`config.mk`:
```
export PLATFORM = sky130hd
export DESIGN_NAME = mem_stage
export DESIGN_NICKNAME = d
export VERILOG_FILES = /design/src/rtl/riscv_pkg.sv /design/src/rtl/mem_stage_lsu.sv /design/src/rtl/mem_stage.sv
export SDC_FILE = /design/constraint.sdc
export NUM_CORES = 1
export LEC_CHECK = 0
export CAP_MARGIN = 25
export CELL_PAD_IN_SITES_DETAIL_PLACEMENT = 2
export CELL_PAD_IN_SITES_GLOBAL_PLACEMENT = 2
export CORE_MARGIN = 1.5
export CORE_UTILIZATION = 24
export CTS_CLUSTER_DIAMETER = 40
export DETAILED_ROUTE_END_ITERATION = 10
export PLACE_DENSITY_LB_ADDON = 0.2
export SYNTH_ARGS = -nofsm -noshare
export SYNTH_HDL_FRONTEND = slang
export SYNTH_SLANG_ARGS = --single-unit
```
`constraint.sdc`:
```
create_clock -name clk -period 2.7 [get_ports clk]
set_input_delay 0.54 -clock clk [delete_from_list [all_inputs] [get_ports clk]]
set_output_delay 0.54 -clock clk [all_outputs]
set_load 0.01 [all_outputs]
```
`src/rtl/riscv_pkg.sv`:
```
// Shared RV32 memory-stage definitions: opcodes, funct3 encodings,
// FSM state type and access-size helpers.
package riscv_pkg;

  localparam int XLEN = 32;

  localparam logic [6:0] OP_LOAD  = 7'b0000011;
  localparam logic [6:0] OP_STORE = 7'b0100011;

  localparam logic [2:0] F3_B  = 3'b000;
  localparam logic [2:0] F3_H  = 3'b001;
  localparam logic [2:0] F3_W  = 3'b010;
  localparam logic [2:0] F3_BU = 3'b100;
  localparam logic [2:0] F3_HU = 3'b101;

  typedef logic [0:0] state_t;
  localparam state_t S_IDLE   = 1'b0;
  localparam state_t S_ACCESS = 1'b1;

  typedef enum logic [1:0] {
    SZ_B = 2'd0,
    SZ_H = 2'd1,
    SZ_W = 2'd2
  } size_t;

  // Unsigned variants only exist for loads; anything
  // unrecognised is a word access.
  function automatic size_t acc_size(
    input logic [2:0] f3,
    input logic       st
  );
    size_t sz;
    sz = SZ_W;
    if (f3 == F3_B || (!st && f3 == F3_BU))
      sz = SZ_B;
    else if (f3 == F3_H || (!st && f3 == F3_HU))
      sz = SZ_H;
    return sz;
  endfunction

endpackage

```
`src/rtl/mem_stage_lsu.sv`:
```
// lsu_align: byte enables, store lane replication, load shift/extend.
// Ports: i_addr/i_func_3/i_store/i_wdata/i_rdata in; o_addr/o_be/o_wdata/o_rdata/o_misalign out.
module lsu_align
  import riscv_pkg::*;
(
  input  logic [31:0] i_addr,
  input  logic [2:0]  i_func_3,
  input  logic        i_store,
  input  logic [31:0] i_wdata,
  input  logic [31:0] i_rdata,
  output logic [31:0] o_addr,
  output logic [3:0]  o_be,
  output logic [31:0] o_wdata,
  output logic [31:0] o_rdata,
  output logic        o_misalign
);

  size_t       w_sz;
  logic [1:0]  w_off;
  logic [31:0] w_shift;
  logic        w_sx;

  assign w_sz   = acc_size(i_func_3, i_store);
  assign o_addr = {i_addr[31:2], 2'b00};
  assign w_sx   = ~i_func_3[2];

  assign o_misalign =
    (w_sz == SZ_H && i_addr[0]) ||
    (w_sz == SZ_W && |i_addr[1:0]);

  // Misaligned offsets are rounded down to the access size.
  always_comb begin
    w_off   = 2'b00;
    o_be    = 4'b1111;
    o_wdata = i_wdata;
    unique case (w_sz)
      SZ_B: begin
        w_off   = i_addr[1:0];
        o_be    = 4'b0001 << w_off;
        o_wdata = {4{i_wdata[7:0]}};
      end
      SZ_H: begin
        w_off   = {i_addr[1], 1'b0};
        o_be    = 4'b0011 << w_off;
        o_wdata = {2{i_wdata[15:0]}};
      end
      default: ;
    endcase
  end

  assign w_shift = i_rdata >> {w_off, 3'b000};

  always_comb begin
    o_rdata = w_shift;
    unique case (w_sz)
      SZ_B: o_rdata = {{24{w_sx & w_shift[7]}},
                       w_shift[7:0]};
      SZ_H: o_rdata = {{16{w_sx & w_shift[15]}},
                       w_shift[15:0]};
      default: ;
    endcase
  end

endmodule

```
`src/rtl/mem_stage.sv`:
```
// RV32 memory stage: pass-through or IDLE/ACCESS load/store handshake.
// Ports: clk/rst, ex_mem i_*, stall, dmem_* bus, mem_wb o_*. Option: MISALIGN_TRAP_EN.
module mem_stage
  import riscv_pkg::*;
#(
  parameter int XLEN = 32
) (
  input  logic            clk,
  input  logic            rst,
  input  logic            i_valid,
  input  logic [XLEN-1:0] i_alu_out,
  input  logic [XLEN-1:0] i_rs_2,
  input  logic [4:0]      i_rd_num,
  input  logic [6:0]      i_opcode,
  input  logic [2:0]      i_func_3,
  output logic            stall,
  output logic            dmem_req,
  output logic            dmem_we,
  output logic [XLEN-1:0] dmem_addr,
  output logic [XLEN-1:0] dmem_wdata,
  output logic [3:0]      dmem_be,
  input  logic            dmem_ack,
  input  logic [XLEN-1:0] dmem_rdata,
  output logic            o_valid,
  output logic [XLEN-1:0] o_mem_out,
  output logic [XLEN-1:0] o_alu_out,
  output logic [4:0]      o_rd_num,
  output logic            o_op_type,
  output logic            o_reg_we,
  output logic            o_misalign
);

`ifdef MISALIGN_TRAP_EN
  localparam logic TRAP_EN = 1'b1;
`else
  localparam logic TRAP_EN = 1'b0;
`endif

  state_t      r_state;
  logic [31:0] r_addr;
  logic [31:0] r_wdata;
  logic [2:0]  r_f3;
  logic [4:0]  r_rd;
  logic        r_store;

  logic        w_acc;
  logic        w_ldst;
  logic        w_st;
  logic        w_trap;
  logic        w_go;
  logic [31:0] w_a_addr;
  logic [31:0] w_a_wdata;
  logic [2:0]  w_a_f3;
  logic        w_a_st;
  logic [31:0] w_al_addr;
  logic [3:0]  w_be;
  logic [31:0] w_wd;
  logic [31:0] w_ld;
  logic        w_mis;

  assign w_acc  = (r_state == S_ACCESS);
  assign w_st   = (i_opcode == OP_STORE);
  assign w_ldst = i_valid &
                  ((i_opcode == OP_LOAD) | w_st);
  assign w_trap = TRAP_EN & w_ldst & w_mis;
  assign w_go   = w_ldst & ~w_trap;

  // Live inputs feed the aligner in IDLE (misalign check),
  // latched values drive the bus in ACCESS.
  assign w_a_addr  = w_acc ? r_addr  : i_alu_out;
  assign w_a_wdata = w_acc ? r_wdata : i_rs_2;
  assign w_a_f3    = w_acc ? r_f3    : i_func_3;
  assign w_a_st    = w_acc ? r_store : w_st;

  lsu_align u_align (
    .i_addr     (w_a_addr),
    .i_func_3   (w_a_f3),
    .i_store    (w_a_st),
    .i_wdata    (w_a_wdata),
    .i_rdata    (dmem_rdata),
    .o_addr     (w_al_addr),
    .o_be       (w_be),
    .o_wdata    (w_wd),
    .o_rdata    (w_ld),
    .o_misalign (w_mis)
  );

  assign stall = ~rst &
    ((~w_acc & w_go) | (w_acc & ~dmem_ack));

  assign dmem_req   = w_acc;
  assign dmem_we    = w_acc & r_store;
  assign dmem_addr  = w_acc ? w_al_addr : '0;
  assign dmem_wdata = w_acc ? w_wd : '0;
  assign dmem_be    = w_acc ? w_be : 4'b0000;

  always_ff @(posedge clk) begin
    if (rst) begin
      r_state    <= S_IDLE;
      r_addr     <= '0;
      r_wdata    <= '0;
      r_f3       <= '0;
      r_rd       <= '0;
      r_store    <= 1'b0;
      o_valid    <= 1'b0;
      o_mem_out  <= '0;
      o_alu_out  <= '0;
      o_rd_num   <= '0;
      o_op_type  <= 1'b0;
      o_reg_we   <= 1'b0;
      o_misalign <= 1'b0;
    end else begin
      o_valid    <= 1'b0;
      o_op_type  <= 1'b0;
      o_reg_we   <= 1'b0;
      o_misalign <= 1'b0;
      unique case (r_state)
        S_IDLE: begin
          if (w_go) begin
            r_state <= S_ACCESS;
            r_addr  <= i_alu_out;
            r_wdata <= i_rs_2;
            r_f3    <= i_func_3;
            r_rd    <= i_rd_num;
            r_store <= w_st;
          end else begin
            o_valid    <= i_valid;
            o_alu_out  <= i_alu_out;
            o_rd_num   <= i_rd_num;
            o_mem_out  <= '0;
            o_misalign <= w_trap;
            o_reg_we   <= i_valid & ~w_trap &
                          (|i_rd_num);
          end
        end
        S_ACCESS: begin
          if (dmem_ack) begin
            r_state   <= S_IDLE;
            o_valid   <= 1'b1;
            o_alu_out <= r_addr;
            o_rd_num  <= r_rd;
            o_op_type <= ~r_store;
            o_reg_we  <= ~r_store & (|r_rd);
            o_mem_out <= r_store ? '0 : w_ld;
          end
        end
        default: r_state <= S_IDLE;
      endcase
    end
  end

endmodule

```
==> metrics.md <==
| Metric | Value |
|---|---|
| Outcome | finished clean |
| Worst setup EP type | primary output |
| Most frequent cells in the layout | clkdlybuf4s50_1 (219), nand2_1 (163), dfxtp_1 (144) |
| Die area | 28000 um^2 |
| Finish-stage setup viols | 0 |
| Wire length per cell | 19.1 um |
| Worst Tran Pin Value | around 0.97 ns |
| Hold path start | r_addr[21] |
| Fmax achieved | 374 MHz |
| Initial core utilization | 0.246 |
| Crit path kind | in2out |
| GRT overflow | 0 |
| RSZ-0062 raised after global routing | yes |
| Post-synthesis async set-or-reset flop share | 0 |
| Crit start category | primary input |
| Die H | 167 um |
| FF-to-FF setup slack | about 0.31 ns |
| Slew Limit Fails | 0 |
| Post-synthesis sequential area ratio | 0.452 |
| Setup Skew | 0.0155 ns |
| Mean Syn Cell Area | 8.14 um^2 |
| DP Wirelength | approximately 19 mm |
| Largest net degree at the start of global routing | 84 |
| Port Buf Inserts | between 200 and 300 |
| TritonCTS Buffers | 17 |
| Worst R2R End | o_mem_out[14] |
| Max layer used | met5 |
| Hold Path Class | reg2reg |
| Max cap viols | 0 |
| #FFs+latches synth | about 150 |
| Via density | about 4.8 |
| Drt drc | 0 |
| Post-place setup slack | -0.742 ns |
| Antenna Violating Nets Remaining | 0 |
| Leakage power | between 3 and 4 nW |
| Worst R2R Start | dmem_req |
| Peak VDD IR | between 0.0003 and 0.0004 V |
| Fraction of layout cells with a size suffix above 1 | 0.155 |
| PnR worst setup slack | about 0.024 ns |
| CTS max path bufs | 2 |
| Chip width | between 150 and 200 um |
| Via count | between 6000 and 7000 |
| DR pass1 iterations | 4 |
| Yosys warnings | 0 |
| WL final | around 27 mm |
| Top FF cell, synth | dfxtp_1 |
| CP max FO | 9 |
| Worst-Skew Late Latency | around 0.43 ns |
| Clk root buf | clkbuf_16 |
| Vias in the first global route | just over 7000 |
| R2R cell count | 8 |
| Hold endpoint | r_addr[21] |
| Worst path arrival time | around 2.1 ns |
| CTS tree | yes |
| Initial antenna violation count | 4 |
| Number of top-level pins | ~260 |
| Filler Cells Inserted | between 2000 and 3000 |
| Critical Path Start | i_func_3[1] |
| Hold Vio Cnt, Final | 0 |
| Pwr Density | slightly above 500 nW/um^2 |
| GRT Util Overall | 0.193 |
| Worst EP required | 2.16 ns |
| Mapped Area | roughly 6500 um^2 |
| Rows | 59 |
| Number of unique standard cell types used by synthesis | between 40 and 50 |
| Met2 wire len | roughly 13 mm |
| First-pass GRT wire length | about 42 mm |
| Mapped Cells | roughly 800 |
| Commonest non-fill, non-tap cell in the layout | clkdlybuf4s50_1 |
| Min Clock Period, post-route | between 2 and 3 ns |
| CTS H-tree lvls | 4 |
| Post-synth EDFFs | 0 |
| Clock-pin transition on the worst setup and hold timing paths | about 0.060 ns |
| Layout area overhead | 60.7% |
| Final Util | 0.396 |
| Hold Crit Depth | 2 |
| Hold Buf Count CTS | 0 |
| GPL Wtd Cong | between 0.7 and 0.8 |
| Metal3 WL | around 1.3 mm |
| Final cycle utilization of the critical path | 0.991 |
| M1 WL | around 12 mm |
| Core footprint | about 26000 um^2 |
| DR iter-0 viols | between 200 and 300 |
| Clock Sinks | approximately 150 |
| Rel. slew slack | 0.355 |
| Nets@finish | around 1200 |
-- power breakdown --
| group | leakage, nW | internal, mW | switching (mW) |
|---|---|---|---|
| Combinational | 2.48 | 0.326 | 0.252 |
| Clock | 0.285 | 1.43 | 1.03 |
| Sequential | 1.19 | 2.19 | 0.0204 |
| Total | 3.96 | 3.95 | 1.31 |
-- cell families (layout without fill, tap and decap cells) --
| group | Yosys count | count (layout) | share of synthesized area |
|---|---|---|---|
| other | 1 | 6 | 0.000580 |
| buffers and inverters | 69 | 352 | 0.0485 |
| AO/OA/AOI/OAI | 234 | 234 | 0.232 |
| AND/OR/NAND/NOR | 304 | 304 | 0.202 |
| flip-flops | 146 | 146 | 0.452 |
| multiplexers | 41 | 41 | 0.0656 |
-- sequential cells by signal, indices dropped and copies added, names as in the netlist --
signal / cells
dmem_req: 1
r_rd: 5
o_op_type: 1
r_store: 1
o_valid: 1
r_f3: 3
o_rd_num: 5
r_addr: 32
o_reg_we: 1
o_mem_out: 32
o_alu_out: 32
r_wdata: 32
-- per-stage QoR --
step	cell area (um^2)	hold slack (ns)	std cells	power, mW	TNS, ns
after global placement	9600	0.438	1371	2.81	-21.78
after global routing	10400	0.475	1416	5.48	-0.419
final	10400	0.451	1418	5.25	0
after detailed placement	9600	0.446	1371	2.82	-26.55
after CTS	10300	0.454	1409	5.34	0
after floorplan	6480	0.432	797	2.46	0
-- how the worst max path moves through the flow --
| stage | slack [ns] | depth (start not counted) | to |
|---|---|---|---|
| after detailed placement | -0.74 | 9 | dmem_wdata[30] |
| after global routing | -0.07 | 7 | dmem_wdata[20] |
| after CTS | 0.002 | 7 | dmem_wdata[18] |
| after floorplan | 0.16 | 5 | dmem_wdata[24] |
| after global placement | -0.69 | 7 | dmem_wdata[27] |
| final | 0.02 | 7 | dmem_wdata[21] |
-- worst max-delay path, stage by stage --
cell	delay [ns]
dlygate4sd2_1	0.34
nor3_4	0.07
a21oi_2	0.22
buf_6	0.21
mux2i_1	0.09
nor2_1	0.11
clkdlybuf4s50_1	0.55
-- synth_stat cells (2+ instances only) --
cell type  count  area share
nand2_1      164       0.095
dfxtp_1      146        0.45
a21oi_1      113       0.087
nor2_1        81       0.047
a211oi_1      46       0.053
clkbuf_1      43       0.025
and2_1        39       0.038
mux2i_1       33       0.051
o21ai_0       24       0.019
a221o_1       15       0.023
o21ai_2       12       0.016
buf_2         11      0.0085
a22oi_1        7      0.0081
mux2_2         7       0.012
buf_4          6      0.0070
a21o_1         3      0.0035
buf_1          3      0.0017
inv_1          3      0.0017
or4_1          3      0.0035
a31oi_1        2      0.0019
and3_1         2      0.0019
nand3_1        2      0.0015
nor3_1         2      0.0015
nor4_1         2      0.0019
o21a_1         2      0.0023
-- layout make-up --
type,instances,area (um^2),share of cell area
multi-input cells,582,3410,0.328
repair buffers,317,3020,0.290
flip-flops and latches,146,2930,0.282
clock buffers,19,453,0.0436
well taps,335,419,0.0403
clock inverters,12,146,0.0141
inverters,4,17.5,0.00168
diodes,3,7.51,0.000722
-- layer usage --
metal  up-vias  track usage
met5         -            0
met4         2       0.0462
met3        19       0.0409
met2       145        0.333
met1      3304        0.246
li1       3292            -
-- what timing repair did --
action / in CTS / in global routing
pin swaps: 7 / 11
gates cloned: 0 / 0
hold endpoints to repair: 0 / 0
endpoints found under the setup margin: 64 / 23
resized for setup: 104 / 23
buffers inserted: 7 / 6
No activity file was read; power rests on OpenSTA's default activity.
